### src/rtl/arb4_rr.sv
// arb4_rr: four-way round-robin arbiter for one shared 4:1 single-bit mux.
// Requesters hold req[i] until served; gnt is one-hot, sel drives the mux
// select, busy flags an active grant. All outputs come from flops.
//
// Optional build macro ARB4_HOLD_LIMIT_EN: caps a single owner at MAX_HOLD
// consecutive grant cycles whenever another requester is waiting. Without it,
// an owner keeps the grant for as long as it holds its request.
//
// state | meaning
// IDLE  | no grant, busy=0, gnt=0, sel holds last owner
// GRANT | one requester owns the mux, busy=1, gnt one-hot on sel
module arb4_rr #(
  parameter int unsigned MAX_HOLD = 8
) (
  input  logic       clk,
  input  logic       rst_n,
  input  logic [3:0] req,
  output logic [3:0] gnt,
  output logic [1:0] sel,
  output logic       busy
);

  typedef enum logic {IDLE = 1'b0, GRANT = 1'b1} state_t;

  state_t     state_q, state_d;
  logic [1:0] ptr_q, ptr_d;
  logic [1:0] sel_d;
  logic [3:0] gnt_d;

  logic [3:0] others;
  logic [2:0] pick_idle;
  logic [2:0] pick_next;
  logic       own_req;
  logic       hold_expire;
  logic       hand_off;

  // First set bit of r scanning start, start+1, ... mod 4; {found, index}.
  function automatic logic [2:0] rr_pick(input logic [3:0] r, input logic [1:0] start);
    logic [1:0] idx;
    logic [2:0] res;
    res = 3'b000;
    for (int k = 3; k >= 0; k--) begin
      idx = start + 2'(k);
      if (r[idx]) res = {1'b1, idx};
    end
    return res;
  endfunction

  // In GRANT gnt is the owner's one-hot, so this masks out the current owner.
  assign others    = req & ~gnt;
  assign own_req   = req[sel];
  assign pick_idle = rr_pick(req, ptr_q);
  // The released owner sits last in the new order, so it is served after everyone else.
  assign pick_next = rr_pick(others, sel + 2'd1);

`ifdef ARB4_HOLD_LIMIT_EN
  localparam logic [7:0] HOLD_LAST = 8'(MAX_HOLD - 1);

  logic [7:0] hold_q, hold_d;

  assign hold_expire = own_req && (hold_q == HOLD_LAST) && (|others);

  // Hold counter register.
  always_ff @(posedge clk or negedge rst_n) begin
    if (!rst_n) hold_q <= 8'd0;
    else        hold_q <= hold_d;
  end

  // Clear on owner change or at the limit with nobody waiting, else count up.
  always_comb begin
    hold_d = 8'd0;
    if (state_q == GRANT && !hand_off) begin
      if (hold_q == HOLD_LAST) hold_d = 8'd0;
      else                     hold_d = hold_q + 8'd1;
    end
  end
`else
  logic unused_max_hold;

  assign unused_max_hold = ^MAX_HOLD;
  assign hold_expire     = 1'b0;
`endif

  assign hand_off = (state_q == GRANT) && (!own_req || hold_expire);

  // State and registered outputs; reset lands in IDLE with requester 0 first.
  always_ff @(posedge clk or negedge rst_n) begin
    if (!rst_n) begin
      state_q <= IDLE;
      ptr_q   <= 2'd0;
      sel     <= 2'd0;
      gnt     <= 4'b0000;
    end else begin
      state_q <= state_d;
      ptr_q   <= ptr_d;
      sel     <= sel_d;
      gnt     <= gnt_d;
    end
  end

  // Next-state decision.
  always_comb begin
    state_d = state_q;
    case (state_q)
      IDLE:    if (pick_idle[2]) state_d = GRANT;
      GRANT:   if (hand_off && !pick_next[2]) state_d = IDLE;
      default: state_d = IDLE;
    endcase
  end

  // Next grant, select and priority pointer; sel only moves with a new owner.
  always_comb begin
    gnt_d = gnt;
    sel_d = sel;
    ptr_d = ptr_q;
    case (state_q)
      IDLE: begin
        if (pick_idle[2]) begin
          sel_d = pick_idle[1:0];
          gnt_d = 4'b0001 << pick_idle[1:0];
        end
      end
      GRANT: begin
        if (hand_off) begin
          ptr_d = sel + 2'd1;
          if (pick_next[2]) begin
            sel_d = pick_next[1:0];
            gnt_d = 4'b0001 << pick_next[1:0];
          end else begin
            gnt_d = 4'b0000;
          end
        end
      end
      default: gnt_d = 4'b0000;
    endcase
  end

  assign busy = (state_q == GRANT);

endmodule

### config.mk
export PLATFORM = sky130hd
export DESIGN_NAME = arb4_rr
export DESIGN_NICKNAME = d
export VERILOG_FILES = /design/src/rtl/arb4_rr.sv
export SDC_FILE = /design/constraint.sdc
export NUM_CORES = 1
export LEC_CHECK = 0
export CORE_MARGIN = 5
export CORE_UTILIZATION = 33
export CTS_CLUSTER_SIZE = 14
export DETAILED_ROUTE_END_ITERATION = 7
export HOLD_SLACK_MARGIN = 0.06
export PLACE_DENSITY = 0.51
export SETUP_SLACK_MARGIN = 0.3
export SYNTH_ARGS = -nofsm -noshare
export SYNTH_HDL_FRONTEND = slang
export SYNTH_SLANG_ARGS = --single-unit
### constraint.sdc
create_clock -name clk -period 2 [get_ports clk]
set_input_delay 0.4 -clock clk [delete_from_list [all_inputs] [get_ports clk]]
set_output_delay 0.4 -clock clk [all_outputs]
set_load 0.01 [all_outputs]
==> out/metrics.yaml, run 1 <==
detailed_routing:
  drt_iter0_markers: 15
  ant_nets: 0
  drcViolationCount: 0
  routed-via-count: 736
  vias_per_cell: 5.41
  wl_per_cell_um: 15.4
  firstDrtPassIters: 4
  wl_mm: 2.10
global_routing:
  grt_pass1_wl_mm: 3.48
  antenna_found_initial: 0
  grt_max_degree: 10
  gr-total-overflow: 0
  grt_pass1_vias: 719
  grtUsageTotal_pct: 14.0
die:
  io-pin-count: 13
  start_util_pct: 34.1
  rows: 17
  core_sq_um: 2190
  die_x_um: 57.6
  dieArea_sq_um: 3310
  die_h_um: 57.6
sta:
  fin_setup_tns_ns: 0
  fin_crit_ns: 1.64
  rsz0062_at_grt: "true"
  relSlewSlack_pct: 72.2
  timing_worst_slew_pin_value_ns: 0.414
  finalMaxSlewViolations: 0
  hold_violations: 0
  finalSetupViolCount: 0
  max_freq_ghz: 0.610
  clock_skew_ns: 0.00210
  final.period_utilization_pct: 82.0
placed_design:
  place_area_sq_um: 980
  gp_congestion: 0.785
  port_buffers: 12
  hpwl_mm: 1.65
worst_setup_path:
  required_ns: 1.60
  reg2reg_depth: 4
  worstPathCellList: "clkdlybuf4s50_1"
  r2r-end: "gnt[1]"
  timing.rr.start: "sel[1]"
  cp_max_fo: 4
  critPathKind: "reg2out"
  r2r_slack_ns: 0.37
  crit_slowest_cell: "clkdlybuf4s50_1"
  end_kind: "output port"
  start_kind: "flop"
  cp-endpoint: "gnt[1]"
  critical_path_depth: 1
  crit_arrival_ns: 1.24
  cp_top_family: "buffers and inverters"
  cpPeakStageDelay_ns: 0.56
  critPathLaunch: "gnt[1]"
  path_buf_inv: 1
pwr:
  ir_drop_v: 0.000745
  powerDensity_nw_per_um2: 1610
  p_leak_nw: 0.463
  power.total_w: 0.00173
cells_and_area:
  final_common_cell: "buf_4"
  final_area_sq_um: 1070
  final_layout_size_suffix_gt1_share_pct: 37.0
  antenna_cells: 0
  final_cell_mix: "15 x buf_4, 7 x dfrtp_1, 7 x clkdlybuf4s50_1"
  post-route-util_pct: 49.1
  nets: 115
  nFillCells: 211
  area_delta_synth_final_pct: 43.9
logic_synthesis:
  syn_area_per_cell_sq_um: 9.46
  synth_top_family_by_area: "compound AO/OA/AOI/OAI gates"
  synth-seq-cells: 9
  syn_nets: 85
  syn_inst: 79
  synthesis.area_sq_um: 747
  synthDistinctLibCells: 39
  yosys.area_share.xor_xnor_pct: 1.17
  yosys.area_share.simple_pct: 26.1
  ys_seq_area_share_pct: 30.2
  synth_compound_area_share_pct: 29.5
  ys_warn_count: 0
  muxShareOfSynthArea_pct: 8.38
  synthAdderAreaFrac_pct: 0
clock_tree:
  cts_tree: "done"
  cts_root_buf: "clkbuf_4"
  clk_pin_slew_worst_paths_ns: 0.06
  cts_sinks: 9
  numCtsBuffers: 3
  cts_buffer_depth: 2
  htree_levels: 1
  clock_latency_ns: 0.27
flow_run:
  max_cap_violations: 0
worst_hold_path:
  hold_path.class: "in2async"
status:
  outcome: "complete, no violations"
==> routing by layer <==
metal,vias up,GRT usage (%),wire (um)
li1,369,-,-
met1,349,17.9,997
met2,14,22.1,988
met3,4,2.26,58
met4,0,7.95,51
met5,-,0,0
==> flip-flops by register name, summed over array words and instances, names as in the netlist <==
register / count
busy: 1
gnt: 4
ptr_q: 2
sel: 2
==> synth_stat cells (all sizes together) <==
cell type / count / area share [%]
a211oi: 1 / 1.0
a21o: 1 / 2.0
a21oi: 5 / 3.3
a221o: 1 / 1.5
a221oi: 2 / 2.3
a22oi: 1 / 2.8
a311oi: 1 / 1.2
and2: 2 / 1.8
and2b: 1 / 1.2
and3b: 1 / 1.2
buf: 3 / 3.7
dfrtp: 9 / 30
inv: 2 / 1.0
mux2i: 5 / 8.4
nand2: 5 / 2.5
nand2b: 5 / 4.2
nand3: 4 / 2.7
nor2: 7 / 3.9
nor2b: 3 / 2.8
nor3: 1 / 0.67
nor4bb: 1 / 1.3
o2111ai: 1 / 1.2
o211ai: 2 / 2.0
o21ai: 1 / 0.67
o21bai: 1 / 1.0
o221ai: 4 / 4.7
o22ai: 1 / 0.84
o2bb2ai: 1 / 1.2
o311a: 1 / 1.5
o311ai: 1 / 1.2
o31ai: 1 / 1.0
or2: 1 / 0.84
or4: 2 / 3.0
xnor2: 1 / 1.2
==> cell families (layout without fill, tap and decap cells) <==
| logic type | count (synthesis) | after routing |
|---|---|---|
| flip-flops | 9 | 9 |
| buffers and inverters | 5 | 34 |
| multiplexers | 5 | 5 |
| AND/OR/NAND/NOR | 33 | 33 |
| XOR/XNOR | 1 | 1 |
| AO/OA/AOI/OAI | 26 | 26 |
==> where the power goes <==
part / total [W] / leakage, nW / switching [W] / internal [W]
clock network: 0.000146 / 0.0150 / 0.0000690 / 0.0000772
registers: 0.000386 / 0.107 / 0.000112 / 0.000274
logic: 0.00120 / 0.341 / 0.000541 / 0.000659
==> area by class of cell <==
cell class	count	area (sq um)	share of cell area (%)
well taps	28	35.0	3.26
inverters	2	7.51	0.698
multi-input cells	65	534	49.7
clock buffers	4	26.3	2.44
flip-flops and latches	9	228	21.2
repair buffers	28	244	22.7
==> how the worst min path moves through the flow <==
stage / startpoint / end / slack [ns] / cells after the start
after global routing: rst_n / ptr_q[1] / 0.47 / 1
after detailed placement: gnt[2] / gnt[2] / 0.57 / 2
after CTS: rst_n / ptr_q[1] / 0.45 / 1
after floorplan: rst_n / busy / 0.10 / 0
final: rst_n / gnt[3] / 0.43 / 1
after global placement: gnt[2] / gnt[2] / 0.55 / 2
==> stage by stage <==
step / hold WS (ns) / setup WS (ns) / instances
floorplan: 0.104 / 0.292 / 79
global placement: 0.554 / -0.206 / 130
detailed placement: 0.566 / -0.222 / 130
CTS: 0.445 / 0.307 / 135
global route: 0.467 / 0.289 / 136
finish: 0.432 / 0.360 / 136
==> what timing repair did <==
action                     in CTS  in global routing
setup endpoints to repair       8                  7
resized for setup               7                 13
hold buffers                    0                  0
buffers inserted                1                  1
(Power assumes the default switching activity.)
==> run 2: changes to the inputs <==
==> constraint.sdc (replaced) <==
create_clock -name clk -period 1.7 [get_ports clk]
set_input_delay 0.34 -clock clk [delete_from_list [all_inputs] [get_ports clk]]
set_output_delay 0.34 -clock clk [all_outputs]
set_load 0.01 [all_outputs]
==> run 2 against run 1 <==
  * Worst hold slack lost 0.050 ns
  * Register-to-register slack worse by 0.33 ns
  * Utilization grew 3.7 points
  * Critical endpoint is now gnt[0]
  * Clock power is 15% higher
  * Critical path depth rose by 4
  * Critical path type is now reg2reg
  * Setup slack lost 0.32 ns
  * Highest routed layer unchanged
==> out/metrics.yaml, run 2 (synthesis gave the netlist of run 1 again) <==
status:
  outcome: "complete, no violations"
die:
  die_x_um: 57.6  # unchanged
  die_h_um: 57.6  # unchanged
  core_sq_um: 2190  # unchanged
  rows: 17  # unchanged
  start_util_pct: 34.1  # unchanged
  io-pin-count: 13  # unchanged
  dieArea_sq_um: 3310  # unchanged
sta:
  fin_crit_ns: 1.66
  finalSetupViolCount: 0  # unchanged
  fin_setup_tns_ns: 0  # unchanged
  clock_skew_ns: 0.00119  # -0.000914 ns
  timing_worst_slew_pin_value_ns: 0.529  # +0.115 ns
  final.period_utilization_pct: 97.5
  max_freq_ghz: 0.603
  relSlewSlack_pct: 64.5  # -7.7 points
  hold_violations: 0  # unchanged
  setup_ws_ns: 0.0419  # -0.318 ns
  rsz0062_at_grt: "true"
  holdWs_ns: 0.382  # -0.0499 ns
  finalMaxSlewViolations: 0  # unchanged
pwr:
  p_leak_nw: 0.508  # +9.7%
  ir_drop_v: 0.00103  # +39%
  power.total_w: 0.00222  # +28%
  powerDensity_nw_per_um2: 1920  # +19%
cells_and_area:
  final_common_cell: "buf_4"
  final_layout_size_suffix_gt1_share_pct: 49.6  # +13 points
  final_cell_mix: "24 x buf_4, 7 x dfrtp_1, 6 x dlygate4sd2_1"
  regArea_sq_um: 228  # unchanged
  nets: 124  # +7.8%
  multi_input_area_sq_um: 558  # +4.4%
  largest_reg_flops: 4  # unchanged
  reg_top3: "gnt x4, ptr_q x2, sel x2"
  top_register: "gnt"
  antenna_cells: 0  # unchanged
  nFillCells: 204  # -3.3%
  area_delta_synth_final_pct: 54.6
detailed_routing:
  wl_per_cell_um: 14.8  # -3.9%
  drt_iter0_markers: 7  # -8
  vias_per_cell: 5.24  # -3.1%
  ant_nets: 0  # unchanged
  drcViolationCount: 0  # unchanged
  routed-via-count: 760  # +3.3%
  firstDrtPassIters: 4  # unchanged
  wl_mm: 2.15  # +2.4%
clock_tree:
  htree_levels: 1  # unchanged
  clk_pin_slew_worst_paths_ns: 0.06  # about the same
  cts_tree: "done"
  cts_buffer_depth: 2  # unchanged
  cts_root_buf: "clkbuf_4"
  numCtsBuffers: 3  # unchanged
  cts_sinks: 9  # unchanged
  clock_latency_ns: 0.26  # about the same
global_routing:
  grt_pass1_wl_mm: 3.66  # +5.2%
  gr-total-overflow: 0  # unchanged
  grt_max_degree: 10  # unchanged
  grtUsageTotal_pct: 14.2  # +0.21 points
  antenna_found_initial: 0  # unchanged
  grt_pass1_vias: 774  # +7.6%
placed_design:
  port_buffers: 12  # unchanged
  hpwl_mm: 1.72  # +4.4%
  place_ws_ns: -0.438  # -0.216 ns
  gp_congestion: 0.810  # +3.2%
worst_hold_path:
  hold_path.class: "in2async"
worst_setup_path:
  critPathKind: "reg2reg"
  start_kind: "flop"
  cp_max_fo: 4  # unchanged
  r2r_slack_ns: 0.04  # -0.33 ns
  reg2reg_depth: 5  # +1
  required_ns: 1.88  # +0.28 ns
  end_kind: "flop"
  r2r-end: "gnt[0]"
  timing.rr.start: "sel[1]"
  crit_arrival_ns: 1.84  # +0.60 ns
flow_run:
  max_cap_violations: 0  # unchanged
run 2: how the worst max path moves through the flow:
| stage | start | endpoint | slack [ns] |
|---|---|---|---|
| after floorplan | sel[1] | gnt[0] | -0.007 |
| after global placement | req[1] | gnt[2] | -0.45 |
| after detailed placement | req[1] | gnt[2] | -0.44 |
| after CTS | sel[1] | gnt[0] | 0.01 |
| after global routing | sel[1] | gnt[1] | -0.06 |
| final | sel[1] | gnt[0] | 0.04 |
run 2: cell type report:
class                      count  area share (%)
sequential                     9            19.7
tap                           28            3.03
timing repair buffer          37            26.0
clock buffer                   4            2.28
inverter                       2           0.650
multi-input combinational     65            48.3
run 2: what timing repair did:
item	CTS	global route
resized for setup	23	9
pin swaps	2	1
buffers inserted	3	2
endpoints found under the setup margin	16	10
hold buffers	0	0
run 2: per-layer routing:
layer	track usage, %	vias to the layer above	wire (um)
met5	0	-	0
met4	7.62	0	46
met3	2.04	6	46
met2	22.6	10	1020
met1	18.4	358	1030
li1	-	386	-
run 2: per-stage QoR:
stage	area [sq um]	cells	utilization [%]
global placement	1040	136	47.6
CTS	1100	143	50.4
floorplan	766	79	-
global route	1150	145	52.7
finish	1150	145	52.7
detailed placement	1040	136	47.6
run 2: critical path, cell delays in order, from the launching register on:
cell	delay, ns
dfrtp_2	0.44
mux2i_2	0.25
buf_4	0.16
a22oi_4	0.06
or4_4	0.54
o221ai_2	0.13
run 2: where the power goes:
| part | internal (W) | switching (W) | total [W] |
|---|---|---|---|
| clock network | 0.0000907 | 0.0000777 | 0.000168 |
| registers | 0.000322 | 0.0000971 | 0.000419 |
| logic | 0.000889 | 0.000745 | 0.00163 |
